## src/rtl/rv_pkg.sv

```systemverilog
// Shared RV32I definitions for the memory-access stage: funct3 codes,
// MEM-stage FSM states, error cause codes and the default request timeout.
package rv_pkg;

  localparam logic [2:0] F3_LB  = 3'b000;
  localparam logic [2:0] F3_LH  = 3'b001;
  localparam logic [2:0] F3_LW  = 3'b010;
  localparam logic [2:0] F3_LBU = 3'b100;
  localparam logic [2:0] F3_LHU = 3'b101;

  localparam logic [2:0] F3_SB  = 3'b000;
  localparam logic [2:0] F3_SH  = 3'b001;
  localparam logic [2:0] F3_SW  = 3'b010;

  typedef enum logic [1:0] {
    ST_IDLE = 2'd0,
    ST_REQ  = 2'd1,
    ST_DONE = 2'd2
  } state_t;

  localparam logic [1:0] CAUSE_NONE     = 2'b00;
  localparam logic [1:0] CAUSE_MISALIGN = 2'b01;
  localparam logic [1:0] CAUSE_TIMEOUT  = 2'b10;
  localparam logic [1:0] CAUSE_ILLEGAL  = 2'b11;

  localparam int unsigned DEFAULT_TIMEOUT_CYCLES = 255;

  function automatic logic legal_load(input logic [2:0] f3);
    return (f3 == F3_LB) || (f3 == F3_LH) || (f3 == F3_LW) ||
           (f3 == F3_LBU) || (f3 == F3_LHU);
  endfunction

  function automatic logic legal_store(input logic [2:0] f3);
    return (f3 == F3_SB) || (f3 == F3_SH) || (f3 == F3_SW);
  endfunction

endpackage

```

## src/rtl/lsu_align.sv

```systemverilog
// Combinational lane logic: store byte enables / replicated data, load
// byte/half selection with sign or zero extension, and access fault flags.
module lsu_align
  import rv_pkg::*;
(
  input  logic        is_load,
  input  logic        is_store,
  input  logic [2:0]  funct3,
  input  logic [1:0]  addr_lo,
  input  logic [31:0] st_data,
  input  logic [31:0] rdata,
  output logic [3:0]  wstrb,
  output logic [31:0] wdata,
  output logic [31:0] ld_ext,
  output logic        misaligned,
  output logic        illegal
);

  logic [7:0]  byte_sel;
  logic [15:0] half_sel;

  always_comb begin
    byte_sel = rdata[{addr_lo, 3'b000} +: 8];
    half_sel = addr_lo[1] ? rdata[31:16] : rdata[15:0];

    illegal    = (is_load & is_store) |
                 (is_load & ~legal_load(funct3)) |
                 (is_store & ~legal_store(funct3));
    misaligned = ((funct3[1:0] == 2'b01) & addr_lo[0]) |
                 ((funct3[1:0] == 2'b10) & (addr_lo != 2'b00));

    wstrb = 4'b0000;
    wdata = 32'h0;
    if (is_store) begin
      case (funct3)
        F3_SB: begin
          wstrb = 4'b0001 << addr_lo;
          wdata = {4{st_data[7:0]}};
        end
        F3_SH: begin
          wstrb = addr_lo[1] ? 4'b1100 : 4'b0011;
          wdata = {2{st_data[15:0]}};
        end
        F3_SW: begin
          wstrb = 4'b1111;
          wdata = st_data;
        end
        default: begin
          wstrb = 4'b0000;
          wdata = 32'h0;
        end
      endcase
    end

    case (funct3)
      F3_LB:   ld_ext = {{24{byte_sel[7]}}, byte_sel};
      F3_LBU:  ld_ext = {24'h0, byte_sel};
      F3_LH:   ld_ext = {{16{half_sel[15]}}, half_sel};
      F3_LHU:  ld_ext = {16'h0, half_sel};
      F3_LW:   ld_ext = rdata;
      default: ld_ext = 32'h0;
    endcase
  end

endmodule

```

## src/rtl/mem_access_stage.sv

```systemverilog
// MEM stage of the 5-stage RV32I pipeline: turns EX/MEM loads/stores into a
// req/ready data-memory transaction, stalls upstream and formats load data.
module mem_access_stage
  import rv_pkg::*;
#(
  parameter int unsigned TIMEOUT_CYCLES = DEFAULT_TIMEOUT_CYCLES
) (
  input  logic        clk,
  input  logic        rst,
  input  logic        valid,
  input  logic        mem_read,
  input  logic        mem_write,
  input  logic [2:0]  funct3,
  input  logic [31:0] addr,
  input  logic [31:0] st_data,
  output logic        stall,
  output logic [31:0] ld_data,
  output logic        err,
  output logic [1:0]  err_cause,
  output logic        dmem_req,
  output logic        dmem_we,
  output logic [31:0] dmem_addr,
  output logic [3:0]  dmem_wstrb,
  output logic [31:0] dmem_wdata,
  input  logic        dmem_ready,
  input  logic [31:0] dmem_rdata,
  output logic [1:0]  dbg_state
);

  // Memory handshake: dmem_req is raised on REQ entry and held, with
  // addr/we/wstrb/wdata stable, until the first cycle dmem_ready is high;
  // that cycle both accepts the request and returns dmem_rdata.

  localparam logic [15:0] TMO_LAST = 16'(TIMEOUT_CYCLES - 1);

  state_t      state;
  logic [15:0] tmo_cnt;
  logic [2:0]  f3_q;
  logic [1:0]  lo_q;
  logic        load_q;
  logic        store_q;

  logic        access;
  logic        in_idle;
  logic        al_load;
  logic        al_store;
  logic [2:0]  al_f3;
  logic [1:0]  al_lo;
  logic [3:0]  al_wstrb;
  logic [31:0] al_wdata;
  logic [31:0] al_ld;
  logic        al_misaligned;
  logic        al_illegal;

  assign access  = valid & (mem_read | mem_write);
  assign in_idle = (state == ST_IDLE);

  // Live EX/MEM fields are decoded in IDLE; latched ones format the read data.
  assign al_load  = in_idle ? mem_read  : load_q;
  assign al_store = in_idle ? mem_write : store_q;
  assign al_f3    = in_idle ? funct3    : f3_q;
  assign al_lo    = in_idle ? addr[1:0] : lo_q;

  lsu_align u_align (
    .is_load    (al_load),
    .is_store   (al_store),
    .funct3     (al_f3),
    .addr_lo    (al_lo),
    .st_data    (st_data),
    .rdata      (dmem_rdata),
    .wstrb      (al_wstrb),
    .wdata      (al_wdata),
    .ld_ext     (al_ld),
    .misaligned (al_misaligned),
    .illegal    (al_illegal)
  );

  assign stall     = ~rst & ((in_idle & access) | (state == ST_REQ));
  assign dbg_state = state;

  always_ff @(posedge clk) begin
    if (rst) begin
      state      <= ST_IDLE;
      tmo_cnt    <= 16'h0;
      f3_q       <= 3'b000;
      lo_q       <= 2'b00;
      load_q     <= 1'b0;
      store_q    <= 1'b0;
      ld_data    <= 32'h0;
      err        <= 1'b0;
      err_cause  <= CAUSE_NONE;
      dmem_req   <= 1'b0;
      dmem_we    <= 1'b0;
      dmem_addr  <= 32'h0;
      dmem_wstrb <= 4'b0000;
      dmem_wdata <= 32'h0;
    end else begin
      case (state)
        ST_IDLE: begin
          if (access) begin
            f3_q    <= funct3;
            lo_q    <= addr[1:0];
            load_q  <= mem_read;
            store_q <= mem_write;
            if (al_illegal) begin
              state     <= ST_DONE;
              err       <= 1'b1;
              err_cause <= CAUSE_ILLEGAL;
              if (mem_read) ld_data <= 32'h0;
            end else if (al_misaligned) begin
              state     <= ST_DONE;
              err       <= 1'b1;
              err_cause <= CAUSE_MISALIGN;
              if (mem_read) ld_data <= 32'h0;
            end else begin
              state      <= ST_REQ;
              tmo_cnt    <= 16'h0;
              dmem_req   <= 1'b1;
              dmem_we    <= mem_write;
              dmem_addr  <= {addr[31:2], 2'b00};
              dmem_wstrb <= al_wstrb;
              dmem_wdata <= al_wdata;
            end
          end
        end
        ST_REQ: begin
          // A ready in the final allowed cycle still completes normally.
          if (dmem_ready) begin
            state    <= ST_DONE;
            dmem_req <= 1'b0;
            if (load_q) ld_data <= al_ld;
          end else if (tmo_cnt == TMO_LAST) begin
            state     <= ST_DONE;
            dmem_req  <= 1'b0;
            err       <= 1'b1;
            err_cause <= CAUSE_TIMEOUT;
            if (load_q) ld_data <= 32'h0;
          end else begin
            tmo_cnt <= tmo_cnt + 16'h1;
          end
        end
        ST_DONE: begin
          state     <= ST_IDLE;
          err       <= 1'b0;
          err_cause <= CAUSE_NONE;
        end
        default: begin
          state <= ST_IDLE;
        end
      endcase
    end
  end

endmodule
```

## config.mk

```make
export PLATFORM = sky130hd
export DESIGN_NAME = mem_access_stage
export DESIGN_NICKNAME = d
export VERILOG_FILES = /design/src/rtl/rv_pkg.sv /design/src/rtl/lsu_align.sv /design/src/rtl/mem_access_stage.sv
export SDC_FILE = /design/constraint.sdc
export NUM_CORES = 1
export LEC_CHECK = 0
export CORE_UTILIZATION = 47
export CTS_BUF_LIST = sky130_fd_sc_hd__clkbuf_8
export DETAILED_ROUTE_END_ITERATION = 16
export PLACE_DENSITY = 0.82
export SYNTH_ARGS = -nofsm -noshare
export SYNTH_HDL_FRONTEND = slang
export SYNTH_SLANG_ARGS = --single-unit
```

## constraint.sdc

```tcl
create_clock -name clk -period 2.6 [get_ports clk]
set_input_delay 0.52 -clock clk [delete_from_list [all_inputs] [get_ports clk]]
set_output_delay 0.52 -clock clk [all_outputs]
set_load 0.005 [all_outputs]
```

==> results.md <==
- Setup TNS: 0 ns
- CP Max Fanout: 14
- Post-synth EDFFs: 0
- Register bit total from synthesis: 128
- Largest cells by area after synthesis: dfxtp_1 41%, a21oi_1 7.3%, nand2_1 7.3%
- Max cap viols: 0
- Leading cell types in the layout, fill and taps excluded: 208 x clkdlybuf4s50_1, 128 x dfxtp_1, 121 x nand2_1
- Cell area after synthesis: 6286 um^2
- Final setup margin: 0.1197 ns
- Crit start category: flip-flop
- # clock sinks: 128
- DR iter-0 viols: 497
- Sequential element share of the synthesized area: 40.76%
- Crit path required time: 2.91 ns
- Final Hold Viols: 0
- Post-route cell area: 9204 um^2
- Distinct cells, synth: 66
- Fmax: ~0.40 GHz
- CTS H-tree lvls: 4
- Crit end category: flip-flop
- Post-synth top area share: just over 40%
- Height of the chip: 117.7 um
- Proportion of layout cells with a drive suffix above 1: 14.58%
- Antenna fix cells: 0
- Grt ovf: 0
- Clk root buf: clkbuf_8
- Status: finished clean
- Slew Limit Fails: 0
- Post-synth top area cell: dfxtp_1
- CP Data Arrival Time: 2.79 ns
- Final min period: about 2.5 ns
- Dominant synthesized flop cell: dfxtp_1
- Placed inst area: 8766 um^2
- Crit share post-route: 95.40%
- Unrepaired setup endpoints after global routing: no
- Floorplan die width: between 100 and 150 um
- Vias per Instance: ~5.6
- First-pass GRT wire length: 30970 um
- # placed instances: 1113
- Initial antenna violation count: 0
- Crit path kind: flip-flop to flip-flop
- Hold Crit Class: flip-flop to flip-flop
- Worst slack at placement: -0.01994 ns
- GRT Resource Usage Total: 27.69%
- Max Root-Sink Buffers: 2
- Maximum vdd drop: 0.5192 mV
- Fillers: 1038
- Power per cell area: 607.2 nW/um^2
- CTS tree: done
- Fin nets: 1072
- Final setup vio count: 0
- Clk slew on worst S/H paths: 0.07 ns
- Row cnt: 41
- Area grow syn2layout: 46.42%
- WL per Instance: about 17 um
- Relative slew slack: approximately 64%
- Detail Route Antenna Nets: 0
- TritonCTS Buffers: 17
- Post-Route WL: 19170 um
- Dpl hpwl: 13990 um
- Synth Instances: 738
- Die area: between 10000 and 15000 um^2
- Core Region: 12820 um^2
- GPL Wtd Cong: 0.8902
- Fin cells: 1146
- # DRC: 0
- Worst Tran Pin Value: 0.5253 ns
- Final Skew: 0.009032 ns
- Port Buf Inserts: 210
- Vias in the first global route: 6116
- Hold_ws: 0.4532 ns
- Initial Util: approximately half
- Ys async rst share: 0%
- Insertion delay to the later sink of the worst-skew pair: about 0.43 ns
- Syn avg cell area: about 8.5 um^2
- Largest net degree at the start of global routing: 37
- Vias: roughly 6400
- Reg2Reg Setup Slack: 0.12 ns
- DRT Pass-1 Iters: 5
- Synth Warn #: 0
- Top Ports: 213
- Most common cell after layout, fill and taps aside: clkdlybuf4s50_1
- Leak Pwr: approximately 3.5 nW
## worst paths after layout
kind                                       to     startpoint  cells after the start
worst max-delay path               ld_data[1]   dbg_state[1]                     11
worst min-delay path            dmem_addr[11]  dmem_addr[11]                      2
worst max register to register     ld_data[1]   dbg_state[1]                     11
worst min register to register  dmem_addr[11]  dmem_addr[11]                      2
## cells in the mapped netlist (11+ instances only)
library cell  number
a31o_2            27
and3_1            11
o2bb2ai_1         22
nand2_1          122
nor2b_1           16
mux2i_1           22
clkbuf_1          31
mux2_2            13
nor3_1            31
dfxtp_1          128
o21ai_0           20
a21oi_1           92
a22oi_1           30
buf_2             17
nor2_1            23
a21o_1            11
## state kept, by name (all words and copies together), names as in the netlist
name        cells
dmem_wdata     32
ld_data        32
dmem_addr      30
tmo_cnt        16
dmem_wstrb      4
f3_q            3
dbg_state       2
err_cause       2
lo_q            2
dmem_req        1
dmem_we         1
err             1
load_q          1
store_q         1
## power by group
part	switching, mW	total (mW)	internal [mW]
clock network	0.779	1.66	0.885
logic	0.948	1.83	0.883
registers	0.0538	2.09	2.04
total	1.78	5.59	3.81
## kinds of logic after synthesis
logic type | after synthesis | share of synthesized area [%]
other | 1 | 0.05966
AO/OA/AOI/OAI | 242 | 26.33
flip-flops | 128 | 40.76
buffers and inverters | 67 | 4.877
multiplexers | 40 | 7.086
XOR/XNOR | 2 | 0.3982
AND/OR/NAND/NOR | 252 | 19.29
adder cells (fa/ha/maj) | 6 | 1.194
## metrics by stage
| step | power [mW] | util [%] |
|---|---|---|
| floorplan | 3.172 | - |
| global placement | 3.859 | 68.35 |
| detailed placement | 3.883 | 68.35 |
| CTS | 5.567 | 71.55 |
| global route | 5.870 | 71.77 |
| finish | 5.589 | 71.77 |
## worst max-delay path: stages, from the launching register on
cell      delay [ns]
dfxtp_1         0.35
inv_2           0.07
ha_4            0.17
buf_4           0.16
buf_4           0.19
mux2i_4         0.22
buf_4           0.18
a211oi_4        0.29
nor2_1          0.09
o21a_1          0.25
a22oi_1         0.27
mux2i_1         0.12
## metal layers
| layer | wire [um] | GRT usage [%] | vias to the layer above |
|---|---|---|---|
| li1 | - | - | 3136 |
| met1 | 8238 | 34.79 | 3016 |
| met2 | 9071 | 44.82 | 244 |
| met3 | 1365 | 7.994 | 39 |
| met4 | 495 | 10.26 | 0 |
| met5 | 0 | 0 | - |
## timing repair
item | in CTS | in global routing
hold buffers | 0 | 0
setup buffers | 1 | 0
pin swaps | 1 | 0
endpoints found under the hold margin | 0 | 0
endpoints found under the setup margin | 1 | 11
gates resized for setup | 5 | 6
## layout make-up
cell class                      count  area, um^2  area share [%]
Multi-Input combinational cell    544        3461           37.60
Sequential cell                   128        2562           27.84
Timing Repair Buffer              260        2545           27.65
Clock buffer                       19       261.5           2.841
Tap cell                          172       215.2           2.338
Clock inverter                     13       121.4           1.319
Inverter                           10       37.54          0.4078
(Power assumes the default switching activity.)
